===== src/rtl/imem_loader.sv =====
// imem_loader: boot-time instruction-memory writer.
// Accepts a little-endian byte stream (4-byte word count, then the words),
// assembles 32-bit instructions and writes them to consecutive word addresses.
// The CPU core is held in reset until a complete, valid image has been written.
module imem_loader #(
    parameter int unsigned       ADDR_W    = 32,
    parameter logic [ADDR_W-1:0] BASE_ADDR = '0,
    parameter int unsigned       MAX_WORDS = 1024
) (
    input  logic              clk_i,
    input  logic              rst_i,
    input  logic              start_i,
    input  logic              byte_valid_i,
    input  logic [7:0]        byte_data_i,
    output logic              byte_ready_o,
    output logic              wr_en_o,
    output logic [ADDR_W-1:0] wr_addr_o,
    output logic [31:0]       wr_data_o,
    output logic              busy_o,
    output logic              done_o,
    output logic              err_o,
    output logic              cpu_rst_o
);

    localparam int unsigned IDX_W = $clog2(MAX_WORDS) + 1;

    typedef enum logic [2:0] {
        S_IDLE,
        S_LEN,
        S_DATA,
        S_WRITE,
        S_DONE,
        S_ERR
    } state_t;

    state_t           state;
    state_t           state_next;
    logic [1:0]       byte_cnt;
    logic [31:0]      len;
    logic [23:0]      shift;
    logic [IDX_W-1:0] idx;
    logic [IDX_W-1:0] idx_inc;
    logic [31:0]      len_full;
    logic [31:0]      word_full;
    logic             accept;
    logic             last_byte;
    logic             start_ok;

    // Acceptance is derived from state directly so that ready never depends on valid.
    assign accept    = byte_valid_i && ((state == S_LEN) || (state == S_DATA));
    assign last_byte = accept && (byte_cnt == 2'd3);
    assign start_ok  = start_i && ((state == S_IDLE) || (state == S_DONE) || (state == S_ERR));

    // New bytes enter at the top, so after four shifts the first byte sits in bits 7:0.
    assign len_full  = {byte_data_i, len[31:8]};
    assign word_full = {byte_data_i, shift};
    assign idx_inc   = idx + 1'b1;

    // All status outputs are pure decodes of the registered state.
    assign byte_ready_o = (state == S_LEN) || (state == S_DATA);
    assign wr_en_o      = (state == S_WRITE);
    assign busy_o       = (state == S_LEN) || (state == S_DATA) || (state == S_WRITE);
    assign done_o       = (state == S_DONE);
    assign err_o        = (state == S_ERR);
    assign cpu_rst_o    = (state != S_DONE);

    // State register.
    always_ff @(posedge clk_i or posedge rst_i) begin
        if (rst_i) begin
            state <= S_IDLE;
        end else begin
            state <= state_next;
        end
    end

    // Next-state decode: length check on the 4th length byte, word count check after each write.
    always_comb begin
        state_next = state;
        case (state)
            S_IDLE: begin
                if (start_ok) state_next = S_LEN;
            end
            S_LEN: begin
                if (last_byte) begin
                    if (len_full == 32'd0)               state_next = S_DONE;
                    else if (len_full > 32'(MAX_WORDS))  state_next = S_ERR;
                    else                                 state_next = S_DATA;
                end
            end
            S_DATA: begin
                if (last_byte) state_next = S_WRITE;
            end
            S_WRITE: begin
                if (32'(idx_inc) == len) state_next = S_DONE;
                else                     state_next = S_DATA;
            end
            S_DONE, S_ERR: begin
                if (start_ok) state_next = S_LEN;
            end
            default: state_next = S_IDLE;
        endcase
    end

    // Byte counter, length, word assembly, write index and the held write address/data.
    always_ff @(posedge clk_i or posedge rst_i) begin
        if (rst_i) begin
            byte_cnt  <= '0;
            idx       <= '0;
            len       <= '0;
            shift     <= '0;
            wr_addr_o <= BASE_ADDR;
            wr_data_o <= '0;
        end else if (start_ok) begin
            byte_cnt <= '0;
            idx      <= '0;
            len      <= '0;
        end else begin
            if (accept) begin
                byte_cnt <= byte_cnt + 2'd1;
            end
            if (accept && (state == S_LEN)) begin
                len <= len_full;
            end
            if (accept && (state == S_DATA)) begin
                shift <= word_full[31:8];
            end
            // Address and data are loaded as the word completes and then held until the next word.
            if (last_byte && (state == S_DATA)) begin
                wr_data_o <= word_full;
                wr_addr_o <= BASE_ADDR + (ADDR_W'(idx) << 2);
            end
            if (state == S_WRITE) begin
                idx <= idx_inc;
            end
        end
    end

endmodule

===== config.mk =====
export PLATFORM = sky130hd
export DESIGN_NAME = imem_loader
export DESIGN_NICKNAME = d
export VERILOG_FILES = /design/src/rtl/imem_loader.sv
export SDC_FILE = /design/constraint.sdc
export NUM_CORES = 1
export LEC_CHECK = 0
export CAP_MARGIN = 40
export CORE_MARGIN = 4
export CORE_UTILIZATION = 60
export CTS_BUF_LIST = sky130_fd_sc_hd__clkbuf_4 sky130_fd_sc_hd__clkbuf_8
export CTS_CLUSTER_DIAMETER = 150
export DETAILED_ROUTE_END_ITERATION = 16
export PLACE_DENSITY = 0.88
export SLEW_MARGIN = 15
export SYNTH_ARGS = -nofsm -noshare
export SYNTH_HDL_FRONTEND = slang
export SYNTH_SLANG_ARGS = --single-unit

===== constraint.sdc =====
create_clock -name clk_i -period 9.05 [get_ports clk_i]
set_input_delay 2.715 -clock clk_i [delete_from_list [all_inputs] [get_ports clk_i]]
set_output_delay 2.715 -clock clk_i [all_outputs]
set_load 0.05 [all_outputs]

== After elaboration in Yosys (flattened, before gate mapping) ==
Index checks and enable logic that the tools add are counted.
Widths: inputs -> output; s select.

* Reductions and logical operators: 19
* Bitwise gates (word level): 1
* Equality and inequality tests: 11
* Mux-type cells: 13
* $add $sub $neg: 2
* $lt $le $gt $ge: 1

{| class="wikitable"
|+ Operators by type and width
! cell !! number
|-
| $mux 32 || 2
|-
| $eq 11x32->1 || 1
|-
| $gt 32x11->1 const B || 1
|-
| $logic_not 32->1 || 1
|-
| $mux 11 || 2
|-
| $mux 3 || 6
|-
| $pmux 3 s4 || 1
|-
| $add 11x1->11 const B || 1
|-
| $eq 3x2->1 const B || 2
|-
| $eq 3x3->1 const B || 2
|-
| $logic_and 1x1->1 || 6
|-
| $reduce_bool 2->1 || 3
|-
| $logic_or 1x1->1 || 4
|-
| $mux 2 || 2
|-
| $ne 2x2->1 const B || 2
|-
| $reduce_and 2->1 || 2
|-
| $eq 3x1->1 const B || 1
|-
| $logic_not 3->1 || 1
|-
| $ne 3x3->1 const B || 1
|-
| $reduce_and 3->1 || 1
|-
| $reduce_or 3->1 || 1
|-
| $add 2x1->2 const B || 1
|-
| $eq 2x2->1 const B || 1
|-
| $ne 2x1->1 const B || 1
|-
| $not 1->1 || 1
|}

* Output and inout port bits: 70
* Logic and storage cells: 54
* Input bits: 12
* Register bits: 115

== Longest topological paths before layout ==
* Word-level depth: 6
* Gate-level depth with buffers: 8
* Depth with buffers taken out: 7

== Least setup slack after synthesis ==
No wires, ideal clock.

* Path kind: register to output
* Start: register state[1]
* End: output port byte_ready_o
* Data arrival time: 1612 ps
* Data required time: 6335 ps
* Stages on the path, launching flop included: 4
* Setup slack: 4723 ps
* Path buffers: 1
* Cells stage by stage: dfrtp_1 > clkbuf_1 > xor2_1 > nor2b_1

* Word-level cells in the longest chain between the ends: 2
* Elaborated cells on any way between the ends: 3
* Classes of those cells: eq/ne (2); reduce/logical (1)

{| class="wikitable"
|+ Ends and longest elaborated chain
! element !! line !! RTL
|-
| start: declaration || 36 || <nowiki>state_t state;</nowiki>
|-
| start signal: assignment || 72 || <nowiki>state <= state_next;</nowiki>
|-
| $eq 3x1->1 / $eq 3x2->1 (equally long branches) || 60 || <nowiki>assign byte_ready_o = (state == S_LEN) || (state == S_DATA);</nowiki>
|-
| $logic_or 1x1->1 * || 60 ||
|-
| end: declaration || 15 || <nowiki>output logic byte_ready_o,</nowiki>
|}

Every way passes the cells marked *; elsewhere a longest branch is shown, timed or not.

== Final worst setup path ==
* Start: register state[1]
* End: output port wr_en_o

* Word-level cells in the longest chain between the ends: 1

{| class="wikitable"
|+ Ends and longest elaborated chain
! element !! line !! RTL
|-
| $eq 3x2->1 || 61 || <nowiki>assign wr_en_o = (state == S_WRITE);</nowiki>
|-
| end: declaration || 16 || <nowiki>output logic wr_en_o,</nowiki>
|}

No other way between the ends.

==> results.json <==
{
  "setup_tns_ns": 0,
  "synth_flop_cell": "dfrtp_1",
  "fmax_mhz": 185.4,
  "use_met1": 0.3078,
  "synthArstFlopShare": 1.000,
  "htree_levels": 4,
  "cts_max_path_buffers": 2,
  "cts_tree": "built",
  "grt_max_degree": 61,
  "antenna_found_initial": 0,
  "start_kind": "flip-flop",
  "synth.cell_area_um2": 5185,
  "pin_count": 82,
  "cts_buffers": 17,
  "worstSkewPairLatency_ns": 0.43,
  "cts_resized": 0,
  "p_leak_nw": 2.761,
  "die_width_um": 101.0,
  "rows": 33,
  "grt_pass1_wl_mm": 18.20,
  "drcViolationCount": 0,
  "endpoint_kind": "primary output",
  "initial_core_util": 0.6248,
  "required_ns": 6.34,
  "irDropWorstVdd_mv": 0.2434,
  "status": "finished, final reports clean",
  "p_per_area_nw_per_um2": 389.0,
  "fin_area_um2": 6191,
  "ant_nets": 0,
  "multiInputGateArea_um2": 2056,
  "min_period_ns": 5.395,
  "post-dp-hpwl_mm": 7.078,
  "avgSynthCellArea_um2": 12.49,
  "crit_chain": "nand2b_1 > or2_2 > inv_2 > clkdlybuf4s50_1",
  "postCtsHoldBufs": 0,
  "diodes": 0,
  "fillers": 509,
  "drt-initial-drc-count": 189,
  "grt-busiest-layer": "met2",
  "cts_root_buffer": "clkbuf_8",
  "routed_wl_mm": 11.00,
  "layout-drive-gt1-share": 0.2314,
  "syn_inst": 415,
  "firstDrtPassIters": 7,
  "die_h_um": 101.0,
  "final_max_slew_viol_count": 0,
  "rsz0062_at_grt": "false",
  "final_hold_viol_count": 0,
  "cap_violations": 0,
  "setup_viol": 0,
  "wl_per_cell_um": 18.68,
  "routabilityCongestion": 0.9296,
  "die_area_um2": 10190,
  "grt_use_total": 0.2292,
  "max_stage_delay_ns": 0.83,
  "tightest_slew_ns": 0.7319,
  "regArea_um2": 2878,
  "hold_class": "flip-flop to flip-flop",
  "arrival_ns": 2.68,
  "cts_setup_buffers": 0,
  "worstPathMaxFanout": 15,
  "io_buffer_count": 60,
  "use_met2": 0.3620,
  "grt_pass1_vias": 3617,
  "viasPerCell": 6.146,
  "clock_skew_ns": 0.01110,
  "synth-seq-cells": 115,
  "vias": 3620,
  "ys_seq_area_frac": 0.5550,
  "areaGrowthSynthToFinish_pct": 19.40,
  "max_slew_margin": 0.5121,
  "fin_crit_sh": 0.5961,
  "synth_edf_count": 0,
  "overflow": 0,
  "fp.coreArea_um2": 8299,
  "cts.sinks": 115,
  "synth_cell_type_count": 55,
  "clkTransAtPathRegs_ns": 0.07,
  "cpMaxStageDelayCell": "clkdlybuf4s50_1",
  "ys_warn_count": 0,
  "met3_usage": 0.06021,
  "critical_path_class": "flip-flop to primary output",
  "finalNetCount": 487,
  "place_area_um2": 5764
}
critical path, delay by kind of cell (launching register included):
| kind | cells | cell delay [ns] |
|---|---|---|
| buffers and inverters | 2 | 1.03 |
| DFF | 1 | 0.63 |
| and+or+nand+nor | 2 | 0.58 |
layer usage:
metal  vias to the layer above  routed length (um)
met5                         -                   0
met4                         0                 206
met3                        28                 835
met2                       185                5331
met1                      1814                4631
li1                       1593                   -
final timing paths:
check / start / endpoint / slack, ns / cells after the start
worst max-delay path: state[1] / wr_en_o / 3.65 / 4
worst min-delay path: wr_addr_o[4] / wr_addr_o[4] / 0.49 / 1
worst max register to register: idx[0] / state[1] / 6.60 / 7
worst min register to register: wr_addr_o[4] / wr_addr_o[4] / 0.49 / 1
max in group asynchronous: rst_i / len[24] / 5.11 / 3
min in group asynchronous: rst_i / wr_data_o[6] / 2.74 / 2
placed cells by master (no fill, tap or decap), drive strengths merged, types with 9 or more instances in the layout:
master / count
nor2: 20
xnor2: 9
nand2: 17
mux2: 68
clkdlybuf4s50: 60
conb: 21
a22o: 34
dfrtp: 115
o21ai: 19
clkbuf: 20
kinds of logic after synthesis:
kind of cell,synth area share
mux,0.1477
flops,0.5550
simple gates,0.08422
xor+xnor,0.02703
buf+inv,0.06298
other cells,0.0007232
fa+ha+maj,0.004825
compound gates,0.1175
cell type report:
cell class,count,share of cell area
sequential,115,0.4648
multi-input combinational,269,0.3321
timing repair buffer,65,0.1095
clock buffer,20,0.04345
clock inverter,10,0.02546
tap,105,0.02122
inverter,5,0.003436
power by group:
group,total [W],internal [W],switching (W)
sequential,0.000847,0.000694,0.000153
clock,0.000518,0.000313,0.000205
combinational,0.00104,0.000423,0.000620
sequential cells by signal, indices dropped and copies added, names as in the netlist:
signal / flops
len: 32
wr_data_o: 32
shift: 24
idx: 11
wr_addr_o: 11
state: 3
byte_cnt: 2
Yosys cell counts (all sizes together), types with 2 or more instances:
library cell / number / share of area
a21o: 2 / 0.0029
a21oi: 6 / 0.0058
a22o: 34 / 0.057
a31oi: 4 / 0.0048
and3: 3 / 0.0036
and4: 2 / 0.0036
buf: 33 / 0.044
clkbuf: 13 / 0.015
dfrtp: 115 / 0.56
ha: 2 / 0.0048
inv: 5 / 0.0036
mux2: 68 / 0.15
nand2: 17 / 0.013
nand2b: 2 / 0.0024
nand3: 6 / 0.0082
nand4: 8 / 0.011
nor2: 20 / 0.015
nor2b: 2 / 0.0029
nor3: 5 / 0.0048
nor4: 8 / 0.011
o21ai: 19 / 0.018
o31a: 2 / 0.0036
o31ai: 4 / 0.0058
o41ai: 2 / 0.0034
or3: 2 / 0.0024
xnor2: 9 / 0.015
xor2: 7 / 0.012
through the flow:
stage	worst slack, ns	hold slack (ns)	utilization	std cells	total power (W)
6_report	3.655	0.4928	0.7460	589	0.002408
5_1_grt	3.538	0.5075	0.7460	589	0.002518
3_3_place_gp	3.190	0.4748	0.6870	556	0.001840
2_1_floorplan	3.291	0.4710	-	435	0.001584
4_1_cts	3.650	0.4987	0.7460	589	0.002419
3_5_place_dp	3.931	0.4829	0.6946	559	0.001889
No activity file was read; power rests on OpenSTA's default activity.
